## src/rtl/instruction_memory_loadable_if.sv

```systemverilog
// Fetch/load bus of the loadable instruction memory: fetch request/response
// plus the run-time program-load port and the Ready indication.
interface instruction_memory_loadable_if #(
   parameter int DATA_WIDTH = 32,
   parameter int ADDR_WIDTH = 32,
   parameter int DEPTH      = 32
);
   localparam int LA_W = $clog2(DEPTH);

   logic                  FetchReq;
   logic [ADDR_WIDTH-1:0] Address;
   logic                  Stall;
   logic [DATA_WIDTH-1:0] ReadData;
   logic                  ReadValid;
   logic                  Fault;
   logic                  Ready;
   logic                  LoadEn;
   logic [LA_W-1:0]       LoadAddr;
   logic [DATA_WIDTH-1:0] LoadData;

   modport master (
      output FetchReq, Address, Stall, LoadEn, LoadAddr, LoadData,
      input  ReadData, ReadValid, Fault, Ready
   );

   modport slave (
      input  FetchReq, Address, Stall, LoadEn, LoadAddr, LoadData,
      output ReadData, ReadValid, Fault, Ready
   );
endinterface

```

## src/rtl/instruction_memory_loadable.sv

```systemverilog
// Synchronous instruction store between fetch and decode: clears itself to
// FILL_VALUE after reset, then serves 1-cycle fetches and accepts word loads.
module instruction_memory_loadable #(
   parameter int                    DATA_WIDTH = 32,
   parameter int                    ADDR_WIDTH = 32,
   parameter int                    DEPTH      = 32,
   parameter bit                    BYTE_ADDR  = 1'b0,
   parameter logic [DATA_WIDTH-1:0] FILL_VALUE = '0
) (
   input logic                          Clk,
   input logic                          Reset,
   instruction_memory_loadable_if.slave bus
);
   localparam int IDX_W   = $clog2(DEPTH);
   localparam int BYTE_SH = BYTE_ADDR ? $clog2(DATA_WIDTH / 8) : 0;
   localparam logic [ADDR_WIDTH-1:0] DEPTH_A    = ADDR_WIDTH'(DEPTH);
   localparam logic [ADDR_WIDTH-1:0] ALIGN_MASK = ADDR_WIDTH'((1 << BYTE_SH) - 1);
   localparam logic [IDX_W-1:0]      LAST_IDX   = IDX_W'(DEPTH - 1);
   localparam logic [IDX_W:0]        DEPTH_L    = (IDX_W + 1)'(DEPTH);

   localparam logic [0:0] S_CLEAR = 1'b0;
   localparam logic [0:0] S_READY = 1'b1;

   logic [DATA_WIDTH-1:0] mem [DEPTH];

   logic [0:0]            state;
   logic [IDX_W-1:0]      clr_ptr;
   logic [DATA_WIDTH-1:0] rdata_p1;
   logic                  vld_p1;
   logic                  fault_p1;

   logic [ADDR_WIDTH-1:0] word_idx;
   logic [IDX_W-1:0]      rd_idx;
   logic                  fetch_ok;
   logic                  load_ok;

   // Upper address bits above the index field push word_idx past DEPTH, so
   // a single compare covers both out-of-range cases.
   always_comb begin
      word_idx = bus.Address >> BYTE_SH;
      rd_idx   = word_idx[IDX_W-1:0];
      fetch_ok = (word_idx < DEPTH_A) && ((bus.Address & ALIGN_MASK) == '0);
      load_ok  = ({1'b0, bus.LoadAddr} < DEPTH_L);
   end

   // Storage: clear sweep in CLEAR, program loads in READY, nothing in reset.
   always_ff @(posedge Clk) begin
      if (!Reset) begin
         if (state == S_CLEAR) begin
            mem[clr_ptr] <= FILL_VALUE;
         end else if (bus.LoadEn && load_ok) begin
            mem[bus.LoadAddr] <= bus.LoadData;
         end
      end
   end

   // Stage p1: registered fetch response; mem is read here before any same-edge load lands.
   always_ff @(posedge Clk) begin
      if (Reset) begin
         state    <= S_CLEAR;
         clr_ptr  <= '0;
         rdata_p1 <= '0;
         vld_p1   <= 1'b0;
         fault_p1 <= 1'b0;
      end else if (state == S_CLEAR) begin
         clr_ptr <= clr_ptr + IDX_W'(1);
         if (clr_ptr == LAST_IDX) begin
            state <= S_READY;
         end
      end else if (!bus.Stall) begin
         if (bus.FetchReq) begin
            vld_p1 <= 1'b1;
            if (fetch_ok) begin
               rdata_p1 <= mem[rd_idx];
               fault_p1 <= 1'b0;
            end else begin
               rdata_p1 <= FILL_VALUE;
               fault_p1 <= 1'b1;
            end
         end else begin
            vld_p1   <= 1'b0;
            fault_p1 <= 1'b0;
         end
      end
   end

   assign bus.ReadData  = rdata_p1;
   assign bus.ReadValid = vld_p1;
   assign bus.Fault     = fault_p1;
   assign bus.Ready     = (state == S_READY);
endmodule

```

## src/flat_wrapper.sv

```systemverilog
// flat-port wrapper written by rule: the top's interface ports become plain ports
module instruction_memory_loadable_flat 
#(
   parameter int                    DATA_WIDTH = 32,
   parameter int                    ADDR_WIDTH = 32,
   parameter int                    DEPTH      = 32,
   parameter bit                    BYTE_ADDR  = 1'b0,
   parameter logic [DATA_WIDTH-1:0] FILL_VALUE = '0
)
  (Clk, Reset, bus_FetchReq, bus_Address, bus_Stall, bus_LoadEn, bus_LoadAddr, bus_LoadData, bus_ReadData, bus_ReadValid, bus_Fault, bus_Ready);
  instruction_memory_loadable_if #(.DATA_WIDTH(DATA_WIDTH), .ADDR_WIDTH(ADDR_WIDTH), .DEPTH(DEPTH)) bus_i ();
  input logic Clk;
  input logic Reset;
  input wire logic [$bits(bus_i.FetchReq)-1:0] bus_FetchReq;
  input wire logic [$bits(bus_i.Address)-1:0] bus_Address;
  input wire logic [$bits(bus_i.Stall)-1:0] bus_Stall;
  input wire logic [$bits(bus_i.LoadEn)-1:0] bus_LoadEn;
  input wire logic [$bits(bus_i.LoadAddr)-1:0] bus_LoadAddr;
  input wire logic [$bits(bus_i.LoadData)-1:0] bus_LoadData;
  output wire logic [$bits(bus_i.ReadData)-1:0] bus_ReadData;
  output wire logic [$bits(bus_i.ReadValid)-1:0] bus_ReadValid;
  output wire logic [$bits(bus_i.Fault)-1:0] bus_Fault;
  output wire logic [$bits(bus_i.Ready)-1:0] bus_Ready;
  assign bus_i.FetchReq = bus_FetchReq;
  assign bus_i.Address = bus_Address;
  assign bus_i.Stall = bus_Stall;
  assign bus_i.LoadEn = bus_LoadEn;
  assign bus_i.LoadAddr = bus_LoadAddr;
  assign bus_i.LoadData = bus_LoadData;
  assign bus_ReadData = bus_i.ReadData;
  assign bus_ReadValid = bus_i.ReadValid;
  assign bus_Fault = bus_i.Fault;
  assign bus_Ready = bus_i.Ready;
  instruction_memory_loadable #(.DATA_WIDTH(DATA_WIDTH), .ADDR_WIDTH(ADDR_WIDTH), .DEPTH(DEPTH), .BYTE_ADDR(BYTE_ADDR), .FILL_VALUE(FILL_VALUE)) u_core (.Clk(Clk), .Reset(Reset), .bus(bus_i));
endmodule
```

## config.mk

```make
export PLATFORM = sky130hd
export DESIGN_NAME = instruction_memory_loadable_flat
export DESIGN_NICKNAME = d
export VERILOG_FILES = /design/src/rtl/instruction_memory_loadable_if.sv /design/src/rtl/instruction_memory_loadable.sv /design/src/flat_wrapper.sv
export SDC_FILE = /design/constraint.sdc
export NUM_CORES = 1
export LEC_CHECK = 0
export ABC_AREA = 0
export CORE_UTILIZATION = 40
export CTS_CLUSTER_DIAMETER = 60
export CTS_CLUSTER_SIZE = 20
export DETAILED_ROUTE_END_ITERATION = 8
export PLACE_DENSITY = 0.67
export SLEW_MARGIN = 10
export SYNTH_ARGS = -nofsm -noshare
export SYNTH_HDL_FRONTEND = slang
export SYNTH_SLANG_ARGS = --single-unit
```

## constraint.sdc

```tcl
create_clock -name Clk -period 3.5 [get_ports Clk]
set_input_delay 0.7 -clock Clk [delete_from_list [all_inputs] [get_ports Clk]]
set_output_delay 0.7 -clock Clk [all_outputs]
set_load 0.01 [all_outputs]
```

==> impl_metrics.yaml <==
global_routing:
  grt_usage_pct: 19.3
  grt_busiest_layer: "met2"
  grt_pass1_vias: 20295
  overflow: 0
  met2_usage_pct: 30.3
  met1_usage_pct: 26.6
  grt_start_max_net_pins: 52
  grt_pass1_wl_um: 142000
  grtUsageMet3_pct: 5.45
  antenna_found_initial: 2
drt:
  ant_nets: 0
  wl_per_cell_um: 28.3
  vias: 19799
  drc: 0
  vias_per_cell: 5.72
  drt-total-wl_um: 98000
  dr.first_iter.drc_count: 2335
  firstDrtPassIters: 7
die:
  start_util_pct: 40.4
  ios: 109
  die_area_mm2: 0.103
  die_w_um: 320
  die_y_um: 320
  core_area_mm2: 0.100
  rows: 116
sta:
  whs_ns: 0.464
  relSlewSlack_pct: 20.9
  hold_violations: 0
  max_freq_mhz: 359
  slew_violations: 0
  period_share_pct: 79.7
  post-route-min-period_ns: 2.79
  skew_ns: 0.0310
  setup_viol: 0
  fin_tns_setup_ns: 0
  rsz0062_at_grt: "no"
  worstMarginPinSlew_ns: 1.18
  fin_ws_ns: 0.712
layout:
  final_common_cell: "edfxtp_1"
  nets: 2127
  fillers: 8091
  layout-drive-gt1-share_pct: 27.0
  mostFrequentLayoutCells: "edfxtp_1 (1024), mux4_2 (256), clkdlybuf4s50_1 (104)"
  design_area_mm2: 0.0469
  final_cells: 3464
  area_growth_pct: 15.8
clock_tree:
  root_buffer: "clkbuf_16"
  cts_made_buffers: 70
  cts.sinks: 1064
  post_cts_buffers: 0
  cts_tree: "done"
  cts.path.max_buffers: 3
  htree_levels: 3
  holdBufCountCts: 0
  insertion_delay_ns: 0.66
  cts_resized: 0
  path_clk_slew_ns: 0.08
job:
  cap_violations: 0
critical_path:
  path_buf_inv: 1
  cp_slowest_cell: "dfxtp_1"
  cp_slowest_stage_delay_ns: 0.66
  endpoint_kind: "register"
  cp_data_required_time_ns: 3.83
  crit_fanout: 19
  crit_chain: "and3b_2 > mux2i_1 > nand2_1 > nor2_4 > buf_12"
  critPathKind: "reg2reg"
  crit_family: "simple AND/OR/NAND/NOR gates"
  startpoint_type: "register"
  arrival_ns: 3.11
power_and_ir_drop:
  power.internal_mw: 18.4
  p_switching_mw: 4.82
  p_leak_nw: 12.9
  power_density_mw_per_mm2: 494
  vdd_drop_max_mv: 0.341
  pwr-share-clk_pct: 36.2
  swShare_pct: 20.8
  combPwrFrac_pct: 4.1
  seqPwrFrac_pct: 59.7
worst_hold_path:
  hp-class: "reg2reg"
place:
  post_dp_cell_area_mm2: 0.0447
  place.port_buffers: 108
  pre_cts_slack_ns: 0.103
  place_inst: 3336
  place_congestion: 0.813
  dp_hpwl_um: 58000
synth:
  synth-warning-count: 0
  postSynthAreaPerCell_um2: 22.0
  synth_area_mm2: 0.0405
  ys_types: 44
  ys_seq_area_share_pct: 77.8
  synth_edf_count: 1024
  async_flop_share_pct: 0
  synthFlopType: "edfxtp_1"
  synth_seq_cells: 1064
  syn_nets: 1916
  syn_inst: 1840
outcome:
  status: "finished clean"
synthesized netlist by cell type, types with 2 or more instances:
library cell,number,area [um2]
a211oi_2,23,288
a22o_1,30,263
nand3_1,36,180
nor2_1,43,161
nand2_1,59,221
nand2b_1,3,18.8
a22oi_1,31,233
and2_1,32,200
buf_2,31,155
buf_1,10,37.5
o22ai_1,30,188
buf_4,8,60.1
nor3_2,6,60.1
edfxtp_1,1024,30700
clkbuf_1,52,195
nor2b_1,12,75.1
or3_1,2,12.5
nor4_1,3,18.8
xor2_1,2,17.5
nand3b_1,6,45.0
ha_1,2,25.0
dfxtp_1,40,801
nor3_1,2,10.0
buf_6,3,33.8
mux4_2,256,5770
a211oi_1,7,52.6
nor4_2,3,37.5
mux2i_1,33,330
o31ai_1,2,15.0
a21oi_1,35,175
worst paths after layout:
path	slack, ns	end	from	cells past startpoint
worst max-delay path	0.71	u_core.mem[20][14]$_DFFE_PP_	u_core.bus.Ready$_SDFF_PP0_	5
worst min-delay path	0.46	u_core.bus.ReadData[30]$_SDFFE_PP0P_	u_core.bus.ReadData[30]$_SDFFE_PP0P_	2
worst max register to register	0.71	u_core.mem[20][14]$_DFFE_PP_	u_core.bus.Ready$_SDFF_PP0_	5
worst min register to register	0.46	u_core.bus.ReadData[30]$_SDFFE_PP0P_	u_core.bus.ReadData[30]$_SDFFE_PP0P_	2
power groups by stage:
| stage | Sequential (mW) | Clock [mW] | Combinational [mW] |
|---|---|---|---|
| detailed placement | 14.1 | 0 | 0.958 |
| finish | 13.8 | 8.40 | 0.948 |
| CTS | 13.8 | 8.55 | 0.960 |
| floorplan | 14.1 | 0 | 0.548 |
| global route | 13.8 | 8.97 | 1.00 |
| global placement | 14.1 | 0 | 0.950 |
cell families (layout without fill, tap and decap cells):
family,Yosys count,after routing,synth area share [%]
xor gates and xnor gates,3,3,0.0648
and+or+nand+nor,215,215,2.72
buffers and inverters,104,370,1.19
adders and majority gates,2,2,0.0617
muxes,289,289,15.0
DFF,1064,1064,77.8
other,0,1,0
AOI/OAI and AO/OA,163,163,3.09
sequential cells by signal (all words and copies together), names as in the netlist:
| signal | flops |
|---|---|
| u_core.bus.Fault | 1 |
| u_core.bus.ReadValid | 1 |
| u_core.clr_ptr | 5 |
| u_core.bus.Ready | 1 |
| u_core.mem | 1024 |
| u_core.bus.ReadData | 32 |
metal layers:
layer | vias up | wire, um
met5 | - | 0
met2 | 944 | 46100
met4 | 0 | 2240
met1 | 10573 | 39900
met3 | 130 | 9820
li1 | 8152 | -
tightest hold or removal path, cell delays in order, from the launching register on:
cell and delay (ns):
dfxtp_1 0.32, nand2_1 0.05, o21ai_1 0.05
area by class of cell:
type                            count  area (um2)  area share (%)
Antenna cell                        1        2.50         0.00533
Multi-Input combinational cell    672        8780            18.7
Tap cell                         1357        1700            3.62
Sequential cell                  1064       31600            67.2
Clock buffer                       99        1900            4.05
Timing Repair Buffer              243        2670            5.69
Clock inverter                     28         323           0.688
stage by stage:
step	utilization [%]	total power, mW
5_1_grt	46.8	23.8
3_5_place_dp	44.6	15.1
3_3_place_gp	44.6	15.1
2_1_floorplan	-	14.7
4_1_cts	46.8	23.3
6_report	46.8	23.2
(Power assumes the default switching activity.)
